**config.mk**
```make
export PLATFORM = sky130hd
export DESIGN_NAME = id_ex_stage
export DESIGN_NICKNAME = d
export VERILOG_FILES = /design/src/rtl/id_ex_stage.sv
export SDC_FILE = /design/constraint.sdc
export NUM_CORES = 1
export LEC_CHECK = 0
export CORE_AREA = 10 10 130 132
export CTS_BUF_LIST = sky130_fd_sc_hd__clkbuf_4
export CTS_CLUSTER_DIAMETER = 50
export CTS_CLUSTER_SIZE = 25
export DETAILED_ROUTE_END_ITERATION = 12
export DIE_AREA = 0 0 140 142
export PLACE_DENSITY = 0.88
export SLEW_MARGIN = 5
export SYNTH_ARGS = -nofsm -noshare
export SYNTH_HDL_FRONTEND = slang
export SYNTH_SLANG_ARGS = --single-unit
```
**constraint.sdc**
```tcl
create_clock -name clk -period 5.3 [get_ports clk]
set_input_delay 1.06 -clock clk [delete_from_list [all_inputs] [get_ports clk]]
set_output_delay 1.06 -clock clk [all_outputs]
set_load 0.01 [all_outputs]
```
**src/rtl/id_ex_stage.sv**
```systemverilog
// id_ex_stage: ID/EX pipeline register with load-use stall, flush-to-bubble and a saturating bubble counter.
module id_ex_stage #(
    parameter int DATA_W = 32,
    parameter int RA_W   = 5,
    parameter int CNT_W  = 16
) (
    input  logic              clk,
    input  logic              rst,
    input  logic              id_valid,
    input  logic              id_jump,
    input  logic              id_RegDst,
    input  logic              id_Branch,
    input  logic              id_BNE,
    input  logic              id_MemR,
    input  logic              id_Mem2R,
    input  logic              id_MemW,
    input  logic              id_RegW,
    input  logic              id_Alusrc,
    input  logic              id_jal,
    input  logic              id_jr,
    input  logic [1:0]        id_ExtOp,
    input  logic [4:0]        id_Aluctrl,
    input  logic [RA_W-1:0]   id_rs,
    input  logic [RA_W-1:0]   id_rt,
    input  logic [RA_W-1:0]   id_rd,
    input  logic [4:0]        id_shamt,
    input  logic [DATA_W-1:0] id_rs_data,
    input  logic [DATA_W-1:0] id_rt_data,
    input  logic [DATA_W-1:0] id_imm,
    input  logic [DATA_W-1:0] id_pc4,
    input  logic              flush,
    output logic              stall_o,
    output logic              ex_valid,
    output logic              ex_jump,
    output logic              ex_RegDst,
    output logic              ex_Branch,
    output logic              ex_BNE,
    output logic              ex_MemR,
    output logic              ex_Mem2R,
    output logic              ex_MemW,
    output logic              ex_RegW,
    output logic              ex_Alusrc,
    output logic              ex_jal,
    output logic              ex_jr,
    output logic [1:0]        ex_ExtOp,
    output logic [4:0]        ex_Aluctrl,
    output logic [RA_W-1:0]   ex_rs,
    output logic [RA_W-1:0]   ex_rt,
    output logic [RA_W-1:0]   ex_rd,
    output logic [4:0]        ex_shamt,
    output logic [DATA_W-1:0] ex_rs_data,
    output logic [DATA_W-1:0] ex_rt_data,
    output logic [DATA_W-1:0] ex_imm,
    output logic [DATA_W-1:0] ex_pc4,
    output logic [RA_W-1:0]   ex_dst,
    output logic [CNT_W-1:0]  bubble_cnt
);
    localparam int CTRL_W = 18;
    localparam int DAT_W  = 3*RA_W + 5 + 4*DATA_W;

    logic              r_valid;
    logic [CTRL_W-1:0] r_ctrl;
    logic [DAT_W-1:0]  r_data;
    logic [RA_W-1:0]   r_dst;
    logic [CNT_W-1:0]  r_cnt;
    logic [CTRL_W-1:0] w_ctrl;
    logic [DAT_W-1:0]  w_data;
    logic [RA_W-1:0]   w_dst;
    logic              w_uses_rs, w_uses_rt, w_hazard, w_bubble;

    assign w_ctrl = {id_jump, id_RegDst, id_Branch, id_BNE, id_MemR, id_Mem2R, id_MemW,
                     id_RegW, id_Alusrc, id_jal, id_jr, id_ExtOp, id_Aluctrl};
    assign w_data = {id_rs, id_rt, id_rd, id_shamt, id_rs_data, id_rt_data, id_imm, id_pc4};
    assign w_dst  = id_jal ? RA_W'(31) : id_RegDst ? id_rd : id_rt;

    // A plain jump carries no register operands; jr reads rs.
    assign w_uses_rs = !(id_jump && !id_jr);
    assign w_uses_rt = id_RegDst | id_MemW | id_Branch | id_BNE;
    assign w_hazard  = r_valid & ex_MemR & ex_RegW & (r_dst != '0) & id_valid &
                       ((w_uses_rs & (id_rs == r_dst)) | (w_uses_rt & (id_rt == r_dst)));
    assign stall_o   = w_hazard & !flush;
    assign w_bubble  = flush | w_hazard;

    always_ff @(posedge clk) begin
        if (rst || w_bubble) begin
            r_valid <= 1'b0;
            r_ctrl  <= '0;
            r_data  <= '0;
            r_dst   <= '0;
        end else begin
            r_valid <= id_valid;
            r_ctrl  <= id_valid ? w_ctrl : '0;
            r_data  <= w_data;
            r_dst   <= w_dst;
        end
    end

    always_ff @(posedge clk) begin
        if (rst)
            r_cnt <= '0;
        else if (w_bubble && !(&r_cnt))
            r_cnt <= r_cnt + 1'b1;
    end

    assign {ex_jump, ex_RegDst, ex_Branch, ex_BNE, ex_MemR, ex_Mem2R, ex_MemW,
            ex_RegW, ex_Alusrc, ex_jal, ex_jr, ex_ExtOp, ex_Aluctrl} = r_ctrl;
    assign {ex_rs, ex_rt, ex_rd, ex_shamt, ex_rs_data, ex_rt_data, ex_imm, ex_pc4} = r_data;
    assign ex_valid   = r_valid;
    assign ex_dst     = r_dst;
    assign bubble_cnt = r_cnt;
endmodule

```
# Word level (Yosys, flattened, before mapping)
# Index checks and enable logic that the tools add are counted.
# op_classes
n_addsub	1
eq_ne	2
mux	2
bitwise_logic	14
reduce_logical	10
# ops
operator	count
$add 16x1->16 const B	1
$reduce_and 16->1	1
$eq 5x5->1	2
$mux 5	2
$and 1x1->1	8
$or 1x1->1	5
$reduce_bool 5->1	1
$logic_not 1->1	4
$logic_and 1x1->1	2
$reduce_or 2->1	1
$logic_or 1x1->1	1
$not 1->1	1
# word_totals
regBits	188
input_bits	170
output_inout_bits	189
elab_cells	34

# Depth between registers and ports, before layout
# logic_depth
word_depth	9
mapped_depth	9
mapped_depth_nobuf	7

# Worst setup path before layout
# Ideal clock, no wire load.
# synth_path
path_kind	input-to-output
startpoint	input port id_rt[0]
endpoint	output port stall_o
arrival_ps	1806
required_ps	4240
slack_ps	2434
stages	5
path_cell_list	xnor2_1 -> nand4_1 -> o22ai_2 -> nand2_1 -> nor2_1
# synth_between
elab_chain_len	5
# synth_lines
element	line_no	text
start: declaration	24	input logic [RA_W-1:0] id_rt,
$eq 5x5->1	80	((w_uses_rs & (id_rs == r_dst)) | (w_uses_rt & (id_rt == r_dst)));
$and 1x1->1	80	
$or 1x1->1	80	
$and 1x1->1	79	assign w_hazard = r_valid & ex_MemR & ex_RegW & (r_dst != '0) & id_valid &
$and 1x1->1	81	assign stall_o = w_hazard & !flush;
end: declaration	32	output logic stall_o,
# No other way between the ends.

# Worst setup path in the final report
# layout_path
startpoint	input port id_RegDst
endpoint	output port stall_o
# layout_between
elab_chain_len	7
# layout_lines
element	line_no	text
start: declaration	11	input logic id_RegDst,
$or 1x1->1 (3 in series)	78	assign w_uses_rt = id_RegDst | id_MemW | id_Branch | id_BNE;
$and 1x1->1	80	
$or 1x1->1	80	
$and 1x1->1	79	
$and 1x1->1	81	
# No other way between the ends.

==> metrics.md <==
| Metric | Value |
|---|---|
| Layout cells sized above 1 | `4.86%` |
| Ys async rst share | `0%` |
| Slowest Stage Delay on Critical Path | `0.73 ns` |
| Post-Synth XOR/XNOR Area | `1.67%` |
| Hold buffer count at CTS | `0` |
| Port bufs | `358` |
| FMAX | `242 MHz` |
| R2R cell count | `6` |
| IO Pins | `359` |
| Compound-Gate Fraction of Synth Area | `under 10%` |
| Iteration-0 DRC Markers | `240` |
| CTS Root Cell | `clkbuf_4` |
| Endpoints failing setup | `0` |
| Synth Instances | `512` |
| Critical Path Start | `id_RegDst` |
| Initial core utilization | `40.2%` |
| Final TNS setup | `0 ns` |
| Total CTS buffers | `17` |
| CTS tree | `done` |
| Worst-path cell chain | `clkdlybuf4s50_1, o41ai_1, o22ai_2, nand2_1, nor2_1, clkdlybuf4s50_1` |
| Post-Syn Area | `5750 sq um` |
| Yosys warnings | `0` |
| Arr. time, crit path | `3.07 ns` |
| Worst Max-Slew Pin Slew | `0.893 ns` |
| Post-Place Cell Area | `9430 sq um` |
| Worst skew pair latency | `about 0.55 ns` |
| Final critical-path share of the clock period | `between 70% and 80%` |
| Setup CP Type | `input pin to output pin` |
| RePlAce Congestion | `0.872` |
| Multiplexer area fraction after synthesis | `0.174%` |
| Netlist cell types | `36` |
| Post-synthesis net count | `683` |
| Clock net sink count | `188` |
| Avg WL per Cell | `between 20 and 25 microns` |
| Ys flop type | `dfxtp_1` |
| Most frequent cells in the layout | `358 x clkdlybuf4s50_1, 188 x dfxtp_1, 167 x and3_1, 17 x clkbuf_4, 11 x a21oi_1` |
| Most frequent CP cell | `clkdlybuf4s50_1` |
| Post-cts resize count | `0` |
| FILL cells | `1,096` |
| Ant diodes | `0` |
| Worst Hold Endpoint | `bubble_cnt[9]` |
| Rows | `44` |
| Seq/Total Area, Yosys | `around 65%` |
| Crit path buf inv count | `2` |
| Worst Hold Launch | `bubble_cnt[9]` |
| Final wirelength | `22.0 mm` |
| RSZ-0062 raised after global routing | `no` |
| Crit path max-delay family | `buffers and inverters` |
| Worst reg2reg setup slack | `2.93 ns` |
| Largest net degree at the start of global routing | `128` |
| Rel. slew slack | `40.2%` |
| Crit end category | `output pin` |
| Total power | `between 2 and 3 mW` |
| Area of the core | `14,300 sq um` |
| H-tree levels | `4` |
| Main combinational cell family by area after synthesis | `simple AND/OR/NAND/NOR gates` |
| Critical Path Slowest Stage Cell | `clkdlybuf4s50_1` |
| Origin of the critical flop-to-flop path | `ex_dst[3]` |
| Nets | `1,023` |
| Worst r2r dst | `r_data[143]` |
| Adder-Cell Fraction of Synth Area | `0.217%` |
| Tightest Hold Check Type | `flip-flop to flip-flop` |
| Number of nets still failing antenna checks after routing | `0` |
| Area Overhead vs Synth | `68.7%` |
| Cells on Worst Hold Path | `2` |
| Clock slew at reported path FFs | `0.13 ns` |
| Vias after detailed routing | `5,071` |
| Number of synthesized flops with an enable pin | `0` |
| GR Overflow Total | `0` |
| Max-slew violation count | `0` |
| Peak supply drop | `between 0.15 and 0.2 mV` |
| Max Cap Viol | `0` |
| Syn avg cell area | `approximately 11 sq um` |
| Req. time, crit path | `4.24 ns` |
| Final hold violations | `0` |
| First-pass GRT wire length | `about 32 mm` |
| Die area | `19,900 sq um` |
| Simple-gate share of the synthesized area | `roughly 24%` |
| Leak | `4.16 nW` |
| FF+latch count, synth | `188` |
| DP HPWL | `approximately 18 mm` |
| Chip height | `142 microns` |
| Vias per cell | `4.84` |
| Critical Path Start Type | `input pin` |
| Gr usage total | `20.9%` |
| Layout Cells excl Fill | `1,048` |
| Clock Tree Buf Depth | `2` |
| First-pass detailed-route iteration total | `4` |
| PD cells | `around 270 nW/um^2` |
| Tmin final | `4.13 ns` |
| Post-CTS setup buffer count | `0` |
| Post-route cell area | `9710 sq um` |
| Placed cell count | `1,017` |
| Die X | `140 microns` |
| Crit-path max FO | `12` |
| Util after Layout | `67.8%` |
| Most common library cell in the layout ignoring fill and taps | `clkdlybuf4s50_1` |
| Drt drc | `0` |
| Number of antenna violations at the first check in global routing | `1` |
| Outcome | `completed` |
| Vias in the first global route | `5,127` |
| Layout Skew | `0.0200 ns` |
kinds of logic after synthesis:
group / count (synthesis)
simple gates: 225
flops: 188
buf+inv: 44
fa+ha+maj: 1
xor+xnor: 11
mux: 1
compound gates: 42
worst max-delay path by stage:
stage / end / slack (ns) / depth (start not counted)
4_1_cts: stall_o / 1.20 / 6
6_report: stall_o / 1.17 / 6
3_5_place_dp: stall_o / 1.20 / 6
3_3_place_gp: stall_o / 1.23 / 6
2_1_floorplan: stall_o / 2.43 / 5
5_1_grt: stall_o / 1.07 / 6
metal layers:
layer | wire length [microns] | global-route usage [%] | up-vias
met1 | 7980 | 21.7 | 2370
met5 | 18 | 0 | -
met4 | 434 | 7.01 | 2
li1 | - | - | 2466
met3 | 1810 | 8.18 | 30
met2 | 11800 | 37.9 | 203
cell usage after synthesis (2+ instances only):
cell type / n / area share [%]
a211oi_1: 6 / 0.78
a21oi_1: 11 / 0.96
a21oi_2: 2 / 0.30
and2_1: 4 / 0.43
and3_1: 167 / 18
buf_2: 12 / 1.0
clkbuf_1: 26 / 1.7
dfxtp_1: 188 / 65
inv_1: 4 / 0.26
nand2_1: 8 / 0.52
nand3_1: 7 / 0.61
nand4_1: 4 / 0.43
nor2_1: 6 / 0.39
nor2b_1: 5 / 0.54
nor3_1: 8 / 0.70
o21a_1: 4 / 0.52
o21ai_0: 3 / 0.26
o21ai_1: 7 / 0.61
o31ai_1: 4 / 0.52
or3_1: 8 / 0.87
or4_1: 4 / 0.52
xnor2_1: 10 / 1.5
sequential cells by signal (all words and copies together) (netlist names):
register	flops
r_data	148
r_ctrl	18
bubble_cnt	16
ex_dst	5
ex_valid	1
power by group:
part           internal (mW)  switching, mW  total, mW
sequential              1.47         0.0188       1.48
combinational          0.232          0.135      0.367
clock                  0.279          0.470      0.749
worst reg2reg max path, stage by stage, from the launching register on:
cell and delay, ns:
dfxtp_1 0.48, xnor2_1 0.11, o41ai_1 0.08, o22ai_2 0.23
a21oi_4 0.73, buf_4 0.45, and3_1 0.23
layout make-up:
class	instances	area (sq um)	share of cell area [%]
flip-flops and latches	188	3760	38.8
inverters	4	15.0	0.155
clock inverters	14	146	1.51
well taps	184	230	2.37
repair buffers	361	3630	37.4
clock buffers	17	128	1.31
multi-input cells	280	1790	18.5
per-stage QoR:
stage / hold slack (ns) / setup WS (ns)
after global placement: 0.482 / 1.23
final: 0.506 / 1.17
after global routing: 0.553 / 1.07
after CTS: 0.512 / 1.20
after detailed placement: 0.497 / 1.20
after floorplan: 0.504 / 2.43
Power figures use the tool's default switching activity.
